==> src/rtl/lab_board_ctrl.sv <==
// Lab board controller: synchronised, optionally debounced switches drive LED patterns.
// Define LAB_BOARD_DEBOUNCE_EN to enable the per-bit switch debounce counters.
module lab_board_ctrl #(
    parameter int WIDTH     = 8,
    parameter int DB_CYCLES = 4,
    parameter int TICK_DIV  = 16
) (
    input  logic             CLK,
    input  logic             RST_N,
    input  logic [WIDTH-1:0] SW,
    input  logic [1:0]       MODE,
    output logic [WIDTH-1:0] LED,
    output logic             TICK
);

    typedef enum logic [1:0] {
        S_PASS   = 2'd0,
        S_COUNT  = 2'd1,
        S_ROTATE = 2'd2,
        S_BLINK  = 2'd3
    } state_t;

    localparam int PW = (TICK_DIV > 2) ? $clog2(TICK_DIV) : 1;
    localparam logic [PW-1:0] P_LAST = PW'(TICK_DIV - 1);

    if (DB_CYCLES < 1 || TICK_DIV < 2) begin : g_bad_param
        $error("lab_board_ctrl: DB_CYCLES >= 1 and TICK_DIV >= 2 required");
    end

    logic [WIDTH-1:0] r_sw_meta;
    logic [WIDTH-1:0] r_sw_sync;
    logic [1:0]       r_mode_meta;
    logic [1:0]       r_mode_sync;
    logic [WIDTH-1:0] w_sw_db;

    state_t           r_state;
    state_t           w_state_nxt;
    logic [PW-1:0]    r_presc;
    logic [PW-1:0]    w_presc_nxt;
    logic             r_phase;
    logic             w_phase_nxt;
    logic [WIDTH-1:0] r_led;
    logic [WIDTH-1:0] w_led_nxt;
    logic             r_tick;
    logic             w_tick_nxt;
    logic             w_wrap;
    logic             w_entry;

    // Two-flop synchronisers for the asynchronous switch and mode inputs
    always_ff @(posedge CLK or negedge RST_N) begin
        if (!RST_N) begin
            r_sw_meta   <= '0;
            r_sw_sync   <= '0;
            r_mode_meta <= '0;
            r_mode_sync <= '0;
        end else begin
            r_sw_meta   <= SW;
            r_sw_sync   <= r_sw_meta;
            r_mode_meta <= MODE;
            r_mode_sync <= r_mode_meta;
        end
    end

`ifdef LAB_BOARD_DEBOUNCE_EN
    localparam int CW = (DB_CYCLES > 1) ? $clog2(DB_CYCLES) : 1;
    localparam logic [CW-1:0] DB_LAST = CW'(DB_CYCLES - 1);

    logic [WIDTH-1:0] r_sw_db;
    logic [CW-1:0]    r_db_cnt [WIDTH];

    // Accept a bit change only after DB_CYCLES consecutive differing cycles
    always_ff @(posedge CLK or negedge RST_N) begin
        if (!RST_N) begin
            r_sw_db <= '0;
            for (int i = 0; i < WIDTH; i++) begin
                r_db_cnt[i] <= '0;
            end
        end else begin
            for (int i = 0; i < WIDTH; i++) begin
                if (r_sw_sync[i] == r_sw_db[i]) begin
                    r_db_cnt[i] <= '0;
                end else if (r_db_cnt[i] == DB_LAST) begin
                    r_sw_db[i]  <= r_sw_sync[i];
                    r_db_cnt[i] <= '0;
                end else begin
                    r_db_cnt[i] <= r_db_cnt[i] + 1'b1;
                end
            end
        end
    end

    assign w_sw_db = r_sw_db;
`else
    assign w_sw_db = r_sw_sync;
`endif

    assign w_wrap  = (r_presc == P_LAST);
    assign w_entry = (r_mode_sync != r_state);

    // Next-state, prescaler, phase and LED pattern; entry load beats a tick
    always_comb begin
        w_state_nxt = r_state;
        w_led_nxt   = r_led;
        w_phase_nxt = r_phase;
        w_presc_nxt = w_wrap ? '0 : r_presc + 1'b1;
        if (w_entry) begin
            w_state_nxt = state_t'(r_mode_sync);
            w_presc_nxt = '0;
            w_led_nxt   = w_sw_db;
            if (state_t'(r_mode_sync) == S_ROTATE && w_sw_db == '0) begin
                w_led_nxt = WIDTH'(1);
            end
            if (state_t'(r_mode_sync) == S_BLINK) begin
                w_phase_nxt = 1'b1;
            end
        end else begin
            unique case (r_state)
                S_PASS: begin
                    w_led_nxt = w_sw_db;
                end
                S_COUNT: begin
                    if (w_wrap) w_led_nxt = r_led + WIDTH'(1);
                end
                S_ROTATE: begin
                    if (w_wrap) w_led_nxt = {r_led[WIDTH-2:0], r_led[WIDTH-1]};
                end
                S_BLINK: begin
                    if (w_wrap) w_phase_nxt = ~r_phase;
                    w_led_nxt = w_phase_nxt ? w_sw_db : '0;
                end
                default: begin
                    w_led_nxt = r_led;
                end
            endcase
        end
        w_tick_nxt = (w_presc_nxt == P_LAST);
    end

    // State, pattern and tick registers
    always_ff @(posedge CLK or negedge RST_N) begin
        if (!RST_N) begin
            r_state <= S_PASS;
            r_presc <= '0;
            r_phase <= 1'b0;
            r_led   <= '0;
            r_tick  <= 1'b0;
        end else begin
            r_state <= w_state_nxt;
            r_presc <= w_presc_nxt;
            r_phase <= w_phase_nxt;
            r_led   <= w_led_nxt;
            r_tick  <= w_tick_nxt;
        end
    end

    assign LED  = r_led;
    assign TICK = r_tick;

endmodule
==> config.mk <==
export PLATFORM = sky130hd
export DESIGN_NAME = lab_board_ctrl
export DESIGN_NICKNAME = d
export VERILOG_FILES = /design/src/rtl/lab_board_ctrl.sv
export SDC_FILE = /design/constraint.sdc
export NUM_CORES = 1
export LEC_CHECK = 0
export ABC_AREA = 0
export ABC_CLOCK_PERIOD_IN_PS = 4130
export BUFFER_PORTS_ARGS = -buffer_cell sky130_fd_sc_hd__buf_2
export CAP_MARGIN = 0
export CELL_PAD_IN_SITES_DETAIL_PLACEMENT = 0
export CELL_PAD_IN_SITES_GLOBAL_PLACEMENT = 1
export CORE_UTILIZATION = 45
export CTS_BUF_LIST = sky130_fd_sc_hd__clkbuf_2
export DETAILED_ROUTE_END_ITERATION = 10
export GPL_TIMING_DRIVEN = 0
export PLACE_DENSITY_LB_ADDON = 0.1
export SLEW_MARGIN = 10
export SYNTH_ARGS = -nofsm -noshare
export SYNTH_HDL_FRONTEND = slang
export SYNTH_SLANG_ARGS = --single-unit
==> constraint.sdc <==
create_clock -name CLK -period 4.13 [get_ports CLK]
set_clock_uncertainty 0.05 [all_clocks]
set_input_delay 0.2065 -clock CLK [delete_from_list [all_inputs] [get_ports CLK]]
set_output_delay 0.2065 -clock CLK [all_outputs]
set_load 0.02 [all_outputs]
Word level (Yosys, flattened, before mapping)
Cells that the tools add are included.
- register bits after elaboration: 36
- bits in latches: 0
- RAM bits: 0
- ROM bits: 0
- bits of input ports: 12
- output and inout port bits: 9
- memories kept: 0
- add/subtract/negate cells: 2
- multiply operators: 0
- div/mod/pow operators: 0
- $lt $le $gt $ge: 0
- equality and inequality tests: 11
- shift operators: 0
- multiplexer cells: 14
- bitwise logic cells: 1
- reductions and logical operators: 6
- operators with widths (kind ; count):
    8-bit two-way mux ; 5
    8-bit one-hot mux with 4 select lines ; 1
    8-bit by 1-bit adder with 8-bit output (second input constant) ; 1
    2-bit == test (second input constant) ; 4
    4-bit == test (second input constant) ; 2
    8-bit zero test ; 1
    4-bit two-way mux ; 2
    1-bit two-way mux ; 6
    3-bit inequality test (second input constant) ; 2
    4-bit by 1-bit adder with 4-bit output (second input constant) ; 1
    2-bit AND reduction ; 2
    2-bit by 1-bit == test with 1-bit output (second input constant) ; 1
    2-bit zero test ; 1
    2-bit by 1-bit inequality test with 1-bit output (second input constant) ; 1
    2-bit inequality test ; 1
    2-bit nonzero test ; 1
    1-bit logical AND ; 1
    1-bit inverter ; 1

Logic depth before layout (Yosys ltp)
Gate-level depths: netlist of run 1.
- depth after elaboration: 7
- depth in mapped cells: 6

Worst setup path after synthesis of run 1
OpenSTA, ideal clock, no wires.
- path kind: register to register
- start: register r_presc[0]
- end: register r_led[2], in the netlist LED[2]
- library setup time: 0.104 ns
- data arrival time: 1.619 ns
- required time: 3.976 ns
- path slack: 2.358 ns
- cell stages (with the launch flop): 7
- path buffers: 1
- clock period less this slack: 1.772 ns
- cells stage by stage: dfrtp_1 -> ha_1 -> and3_1 -> clkbuf_1 -> mux2i_1 -> nor2_1 -> a221oi_1
- cells in the longest elaborated chain, start to end: 7
- elaborated cells on any way between the ends: 10
- ends and longest elaborated chain (element ; RTL line ; RTL):
    from (decl) ; 38 ; logic [PW-1:0] r_presc;
    from (signal assigned) ; 149 ; r_presc <= w_presc_nxt;
    4-bit == test (*) ; 97 ; assign w_wrap = (r_presc == P_LAST);
    1-bit two-way mux ; 128 ; if (w_wrap) w_phase_nxt = ~r_phase;
    1-bit two-way mux ; 117 ; unique case (r_state)
    1-bit two-way mux ; 106 ; if (w_entry) begin
    8-bit two-way mux ; 129 ; w_led_nxt = w_phase_nxt ? w_sw_db : '0;
    8-bit one-hot mux with 4 select lines ; 117 ;
    8-bit two-way mux ; 106 ;
    to (signal assigned) ; 151 ; r_led <= w_led_nxt;
    to (decl) ; 42 ; logic [WIDTH-1:0] r_led;
Mark *: on every way between the ends. The rest lies on a longest branch, timed or not. The select of a mux whose other input is x is not followed.
A chain may end at the register's enable or synchronous reset.

Worst setup path in the final report of run 1
Same ends and word-level chain as after synthesis.

==> results.json, run 1 <==
{
  "status": "complete, no violations",
  "hold_viol": 0,
  "grt_max_degree": 37,
  "p_leak_nw": 0.8551,
  "ff2ff_setup_slack_ns": 1.82,
  "die_w_um": 62.42,
  "vias": 1293,
  "max_freq_ghz": 0.4326,
  "coreArea_um2": 3416,
  "ant_nets": 0,
  "syn-cell-area_um2": 1643,
  "antenna_found_initial": 0,
  "path_cells": "ha_1, and3_1, clkbuf_1, mux2i_1, nor2_1, a221oi_1",
  "worst_pin_slew_ns": 0.7617,
  "areaGrowthSynthToFinish_pct": 18.28,
  "placed_cells": 215,
  "async_flop_share_pct": 100.0,
  "syn_area_per_cell_um2": 11.03,
  "netlist-cell-type-count": 46,
  "final_cell_area_um2": 1943,
  "drtIter0Drc": 83,
  "wl_um": 3336,
  "place.gp.congestion": 0.8755,
  "power_mw": 0.6887,
  "worstSetupPathType": "flop to flop",
  "start_util_pct": 48.10,
  "yosys_register_bits": 36,
  "slew_headroom_pct": 49.22,
  "power.density_nw_per_um2": 354.4,
  "grt_pass1_vias": 1274,
  "finalSetupViolCount": 0,
  "critPathSlowestCell": "mux2i_1",
  "fin_cells": 233,
  "dieHeight_um": 62.42,
  "final-seq-area_um2": 900.9,
  "io_pins": 21,
  "synth_enable_flop_cells": 0,
  "htreeDepth": 2,
  "cp_num_buf_inv": 1,
  "cts_tree": "yes",
  "final_max_slew_viol_count": 0,
  "viasPerCell": 5.549,
  "final_util_pct": 56.89,
  "path_max_fanout": 7,
  "synth_nets": 163,
  "max_stage_delay_ns": 0.60,
  "syn_inst": 149,
  "numCtsBuffers": 5,
  "start_kind": "flop",
  "place_ws_ns": 1.899,
  "hold_class": "flop to flop",
  "routedWlPerCell_um": 14.32,
  "rsz0062_at_grt": "no",
  "clk_pin_slew_ns": 0.18,
  "yosys_warnings": 0,
  "mostFrequentLayoutCell": "dfrtp_1",
  "layout-drive-gt1-share_pct": 19.79,
  "portBuffers": 20,
  "overflow": 0,
  "min_period_ns": 2.311,
  "first_pass_iters": 4,
  "diodes": 0,
  "worstPathArrival_ns": 2.57,
  "finalNetCount": 201,
  "root_buffer": "clkbuf_2",
  "peakVddDrop_mv": 0.2197,
  "cts_sinks": 36,
  "nFillCells": 318,
  "synth_flop_cell": "dfrtp_1",
  "worst_slack_ns": 1.819,
  "dp_hpwl_um": 2274,
  "die_area_um2": 3896,
  "whs_ns": 0.2994,
  "post_dp_cell_area_um2": 1800,
  "rows": 21,
  "yosysSeqAreaShare_pct": 54.84,
  "multiInputGateArea_um2": 673.1,
  "crit_family": "multiplexers",
  "min_period_over_period_pct": 55.97,
  "final_cell_mix": "dfrtp_1, buf_2, o21ai_0",
  "tns_ns": 0,
  "drc": 0,
  "critPathCaptureType": "flop",
  "clockBufferDepth": 2,
  "worst_skew_pair.late_latency_ns": 0.39,
  "maxCapViolCount": 0,
  "postCtsSetupBuffers": 0,
  "required_ns": 4.39,
  "grt_pass1_wl_um": 5837,
  "grt_usage_pct": 19.70
}
[synth_stat cells (all sizes together) (3+ instances only)]
| cell type | n | area, um^2 |
|---|---|---|
| xor2 | 3 | 26.28 |
| a21o | 3 | 22.52 |
| dfrtp | 36 | 900.9 |
| nand2 | 3 | 11.26 |
| a21oi | 9 | 45.04 |
| or2b | 3 | 22.52 |
| nor2 | 10 | 37.54 |
| nand4 | 3 | 18.77 |
| buf | 6 | 38.79 |
| a221oi | 3 | 32.53 |
| inv | 5 | 18.77 |
| clkbuf | 3 | 11.26 |
| o21ai | 14 | 70.07 |
| xnor2 | 4 | 35.03 |
| nand3 | 6 | 35.03 |
[timing repair]
item,4_1_cts,5_1_grt
hold buffers,11,0
hold endpoints to repair,46,0
gates resized for setup,0,0
[cell type report]
cell class | count | area share [%]
buffer | 9 | 2.576
timing repair buffer | 31 | 10.82
tap | 46 | 2.962
clock buffer | 5 | 1.288
clock inverter | 2 | 0.3863
sequential | 36 | 46.36
inverter | 5 | 0.9659
multi-input combinational | 99 | 34.64
[worst register-to-register path, stage by stage (launching register included)]
cell	delay, ns
dfrtp_1	0.41
ha_1	0.24
and3_1	0.17
clkbuf_1	0.30
mux2i_1	0.60
nor2_1	0.18
a221oi_1	0.29
[routing by layer]
layer | vias to the layer above | part of all wire (%) | global-route usage (%)
met5 | - | 0 | 0
met4 | 0 | 1.7 | 6.686
met3 | 7 | 4.7 | 5.657
met2 | 38 | 46 | 31.25
met1 | 626 | 47 | 25.92
li1 | 622 | - | -
[power by group]
group / switching [mW] / leakage (nW) / internal (mW)
sequential: 0.0255 / 0.430 / 0.378
clock: 0.111 / 0.0239 / 0.0348
combinational: 0.0805 / 0.401 / 0.0594
total: 0.217 / 0.855 / 0.472
[registers in the layout, indices dropped and copies added (netlist names), 2 cells and up]
register and flops:
LED 8, r_sw_meta 8, r_sw_sync 8, r_presc 4, r_mode_meta 2, r_mode_sync 2, r_state 2
[kinds of logic after synthesis]
| kind of cell | after synthesis | share of synthesized area (%) |
|---|---|---|
| buffers and inverters | 14 | 4.189 |
| multiplexers | 2 | 1.295 |
| AO/OA/AOI/OAI | 47 | 19.80 |
| adder cells (fa/ha/maj) | 2 | 1.523 |
| XOR/XNOR | 7 | 3.732 |
| flip-flops | 36 | 54.84 |
| AND/OR/NAND/NOR | 41 | 14.62 |
[path summary, 6_finish.rpt]
kind	cells after the start	endpoint	from
min in group asynchronous	2	LED[4]$_DFFE_PN0P_	RST_N
min	0	r_sw_sync[1]$_DFF_PN0_	r_sw_meta[1]$_DFF_PN0_
max in group asynchronous	2	r_sw_meta[2]$_DFF_PN0_	RST_N
min reg2reg	0	r_sw_sync[1]$_DFF_PN0_	r_sw_meta[1]$_DFF_PN0_
max	6	LED[2]$_DFFE_PN0P_	r_presc[0]$_DFF_PN0_
max reg2reg	6	LED[2]$_DFFE_PN0P_	r_presc[0]$_DFF_PN0_
No activity file was read; power rests on OpenSTA's default activity.
==> inputs of run 2 (changes only) <==
--- a/config.mk
+++ b/config.mk
@@ -6,12 +6,12 @@
 export NUM_CORES = 1
 export LEC_CHECK = 0
 export ABC_AREA = 0
-export ABC_CLOCK_PERIOD_IN_PS = 4130
+export ABC_CLOCK_PERIOD_IN_PS = 2000
 export BUFFER_PORTS_ARGS = -buffer_cell sky130_fd_sc_hd__buf_2
 export CAP_MARGIN = 0
 export CELL_PAD_IN_SITES_DETAIL_PLACEMENT = 0
 export CELL_PAD_IN_SITES_GLOBAL_PLACEMENT = 1
-export CORE_UTILIZATION = 45
+export CORE_UTILIZATION = 42
 export CTS_BUF_LIST = sky130_fd_sc_hd__clkbuf_2
 export DETAILED_ROUTE_END_ITERATION = 10
 export GPL_TIMING_DRIVEN = 0
==> constraint.sdc (replaced) <==
create_clock -name CLK -period 2 [get_ports CLK]
set_clock_uncertainty 0.05 [all_clocks]
set_input_delay 0.1 -clock CLK [delete_from_list [all_inputs] [get_ports CLK]]
set_output_delay 0.1 -clock CLK [all_outputs]
set_load 0.02 [all_outputs]
==> run 2 against run 1 <==
Effect of this change:
- first-iteration DRC count rose by 2.4%
- global-route usage fell by 0.95 points
- via count down 1.8%
- critical path depth shrank 1
- sequential power increased by 110%
- flip-flop and latch count did not move
- sequential share of layout area decreased by 0.82 points
- fmax is 25% higher
- die area up 6.9%
- hold slack lost 0.078 ns
==> results.json, run 2 (synthesized netlist as in run 1, its figures left out) <==
{
  "first_pass_iters": 4,
  "slew_headroom_pct": 49.56,
  "p_leak_nw": 0.8596,
  "power_mw": 1.459,
  "place.gp.congestion": 0.8496,
  "power.clock.fraction_pct": 22.5,
  "dieHeight_um": 64.54,
  "final_util_pct": 53.23,
  "wl_um": 3419,
  "critPathCaptureType": "flop",
  "finalSetupViolCount": 0,
  "cts_sinks": 36,
  "power.density_nw_per_um2": 737.5,
  "cts_tree": "yes",
  "whs_ns": 0.2217,
  "power.internal_mw": 0.9882,
  "clk_pin_slew_ns": 0.20,
  "start_util_pct": 44.21,
  "start_kind": "flop",
  "placed_cells": 217,
  "min_period_over_period_pct": 92.51,
  "grt_pass1_wl_um": 5844,
  "fin_cells": 236,
  "drc": 0,
  "final_max_slew_viol_count": 0,
  "root_buffer": "clkbuf_2",
  "layout-drive-gt1-share_pct": 22.87,
  "routedWlPerCell_um": 14.49,
  "worstSetupPathType": "flop to flop",
  "final_cell_mix": "dfrtp_1, buf_2, o21ai_0",
  "hold_class": "primary input to async pin",
  "path_max_fanout": 7,
  "ant_nets": 0,
  "switchingPower_mw": 0.4707,
  "final_cell_area_um2": 1978,
  "worst_pin_slew_ns": 0.7565,
  "diodes": 0,
  "grt_usage_pct": 18.75,
  "post_dp_cell_area_um2": 1803,
  "netSwitchingFraction_pct": 32.26,
  "min_period_ns": 1.850,
  "portBuffers": 20,
  "worstPathArrival_ns": 2.10,
  "rows": 22,
  "grt_max_degree": 37,
  "vias": 1270,
  "status": "complete, no violations",
  "required_ns": 2.25,
  "die_area_um2": 4165,
  "viasPerCell": 5.381,
  "dp_hpwl_um": 2354,
  "maxCapViolCount": 0,
  "combPwrFrac_pct": 20.4,
  "numCtsBuffers": 5,
  "antenna_found_initial": 0,
  "die_w_um": 64.54,
  "finalNetCount": 201,
  "overflow": 0,
  "seqPwrFrac_pct": 57.0,
  "coreArea_um2": 3716,
  "clockBufferDepth": 2,
  "htreeDepth": 2,
  "peakVddDrop_mv": 0.4732,
  "mostFrequentLayoutCell": "dfrtp_1",
  "rsz0062_at_grt": "no",
  "hold_viol": 0,
  "worst_skew_pair.late_latency_ns": 0.39,
  "drtIter0Drc": 85,
  "io_pins": 21,
  "areaGrowthSynthToFinish_pct": 20.41,
  "grt_pass1_vias": 1248,
  "max_freq_ghz": 0.5405
}
-- run 2: critical path, cell delays in order, from the launching register on --
cell      delay (ns)
dfrtp_1         0.48
xnor2_1         0.45
o211ai_1        0.29
buf_4           0.22
nor2_1          0.17
a221oi_1        0.11
-- run 2: through the flow --
stage               setup TNS [ns]  setup slack, ns
floorplan                        0           0.2277
global placement           -0.6278          -0.1842
detailed placement         -0.6232          -0.1774
CTS                              0          0.05023
global route                     0          0.01494
finish                           0           0.1498
-- run 2: repair_timing --
action                                 in CTS  in global routing
hold buffers                               11                  0
endpoints found under the hold margin      46                  0
setup endpoints to repair                   8                  4
buffers inserted                            0                  1
cloned                                      0                  0
resized for setup                           2                  2
-- run 2: final cells by class --
type / instances / area [um^2]
Fill cell: 348 / 1738
Sequential cell: 36 / 900.9
Multi-Input combinational cell: 99 / 690.7
Timing Repair Buffer: 32 / 217.7
Tap cell: 48 / 60.06
Buffer: 8 / 46.29
Clock buffer: 5 / 25.02
Clock inverter: 3 / 18.77
Inverter: 5 / 18.77
-- run 2: routing by layer --
layer	vias to the layer above	part of all wire (%)	wire length [um]	track usage, %
met5	-	0	0	0
met4	0	1.5	51	5.833
met3	5	5.9	203	4.225
met2	41	45	1534	28.16
met1	601	48	1631	26.86
li1	623	-	-	-
-- run 2: power groups by stage --
stage	combinational (mW)	sequential, mW	clock, mW
finish	0.298	0.832	0.329
detailed placement	0.274	0.846	0
global route	0.332	0.842	0.379
floorplan	0.162	0.861	0
CTS	0.295	0.832	0.348
global placement	0.272	0.844	0
-- run 2: path summary, 6_finish.rpt --
kind	to	startpoint	cells after the start	slack (ns)
min in group CLK	r_sw_meta[2]$_DFF_PN0_	SW[2]	2	0.29
max reg2reg	LED[2]$_DFFE_PN0P_	r_mode_sync[0]$_DFF_PN0_	5	0.15
min reg2reg	r_sw_sync[2]$_DFF_PN0_	r_sw_meta[2]$_DFF_PN0_	0	0.32
max	LED[2]$_DFFE_PN0P_	r_mode_sync[0]$_DFF_PN0_	5	0.15
max in group asynchronous	LED[6]$_DFFE_PN0P_	RST_N	2	1.18
min	LED[4]$_DFFE_PN0P_	RST_N	2	0.22
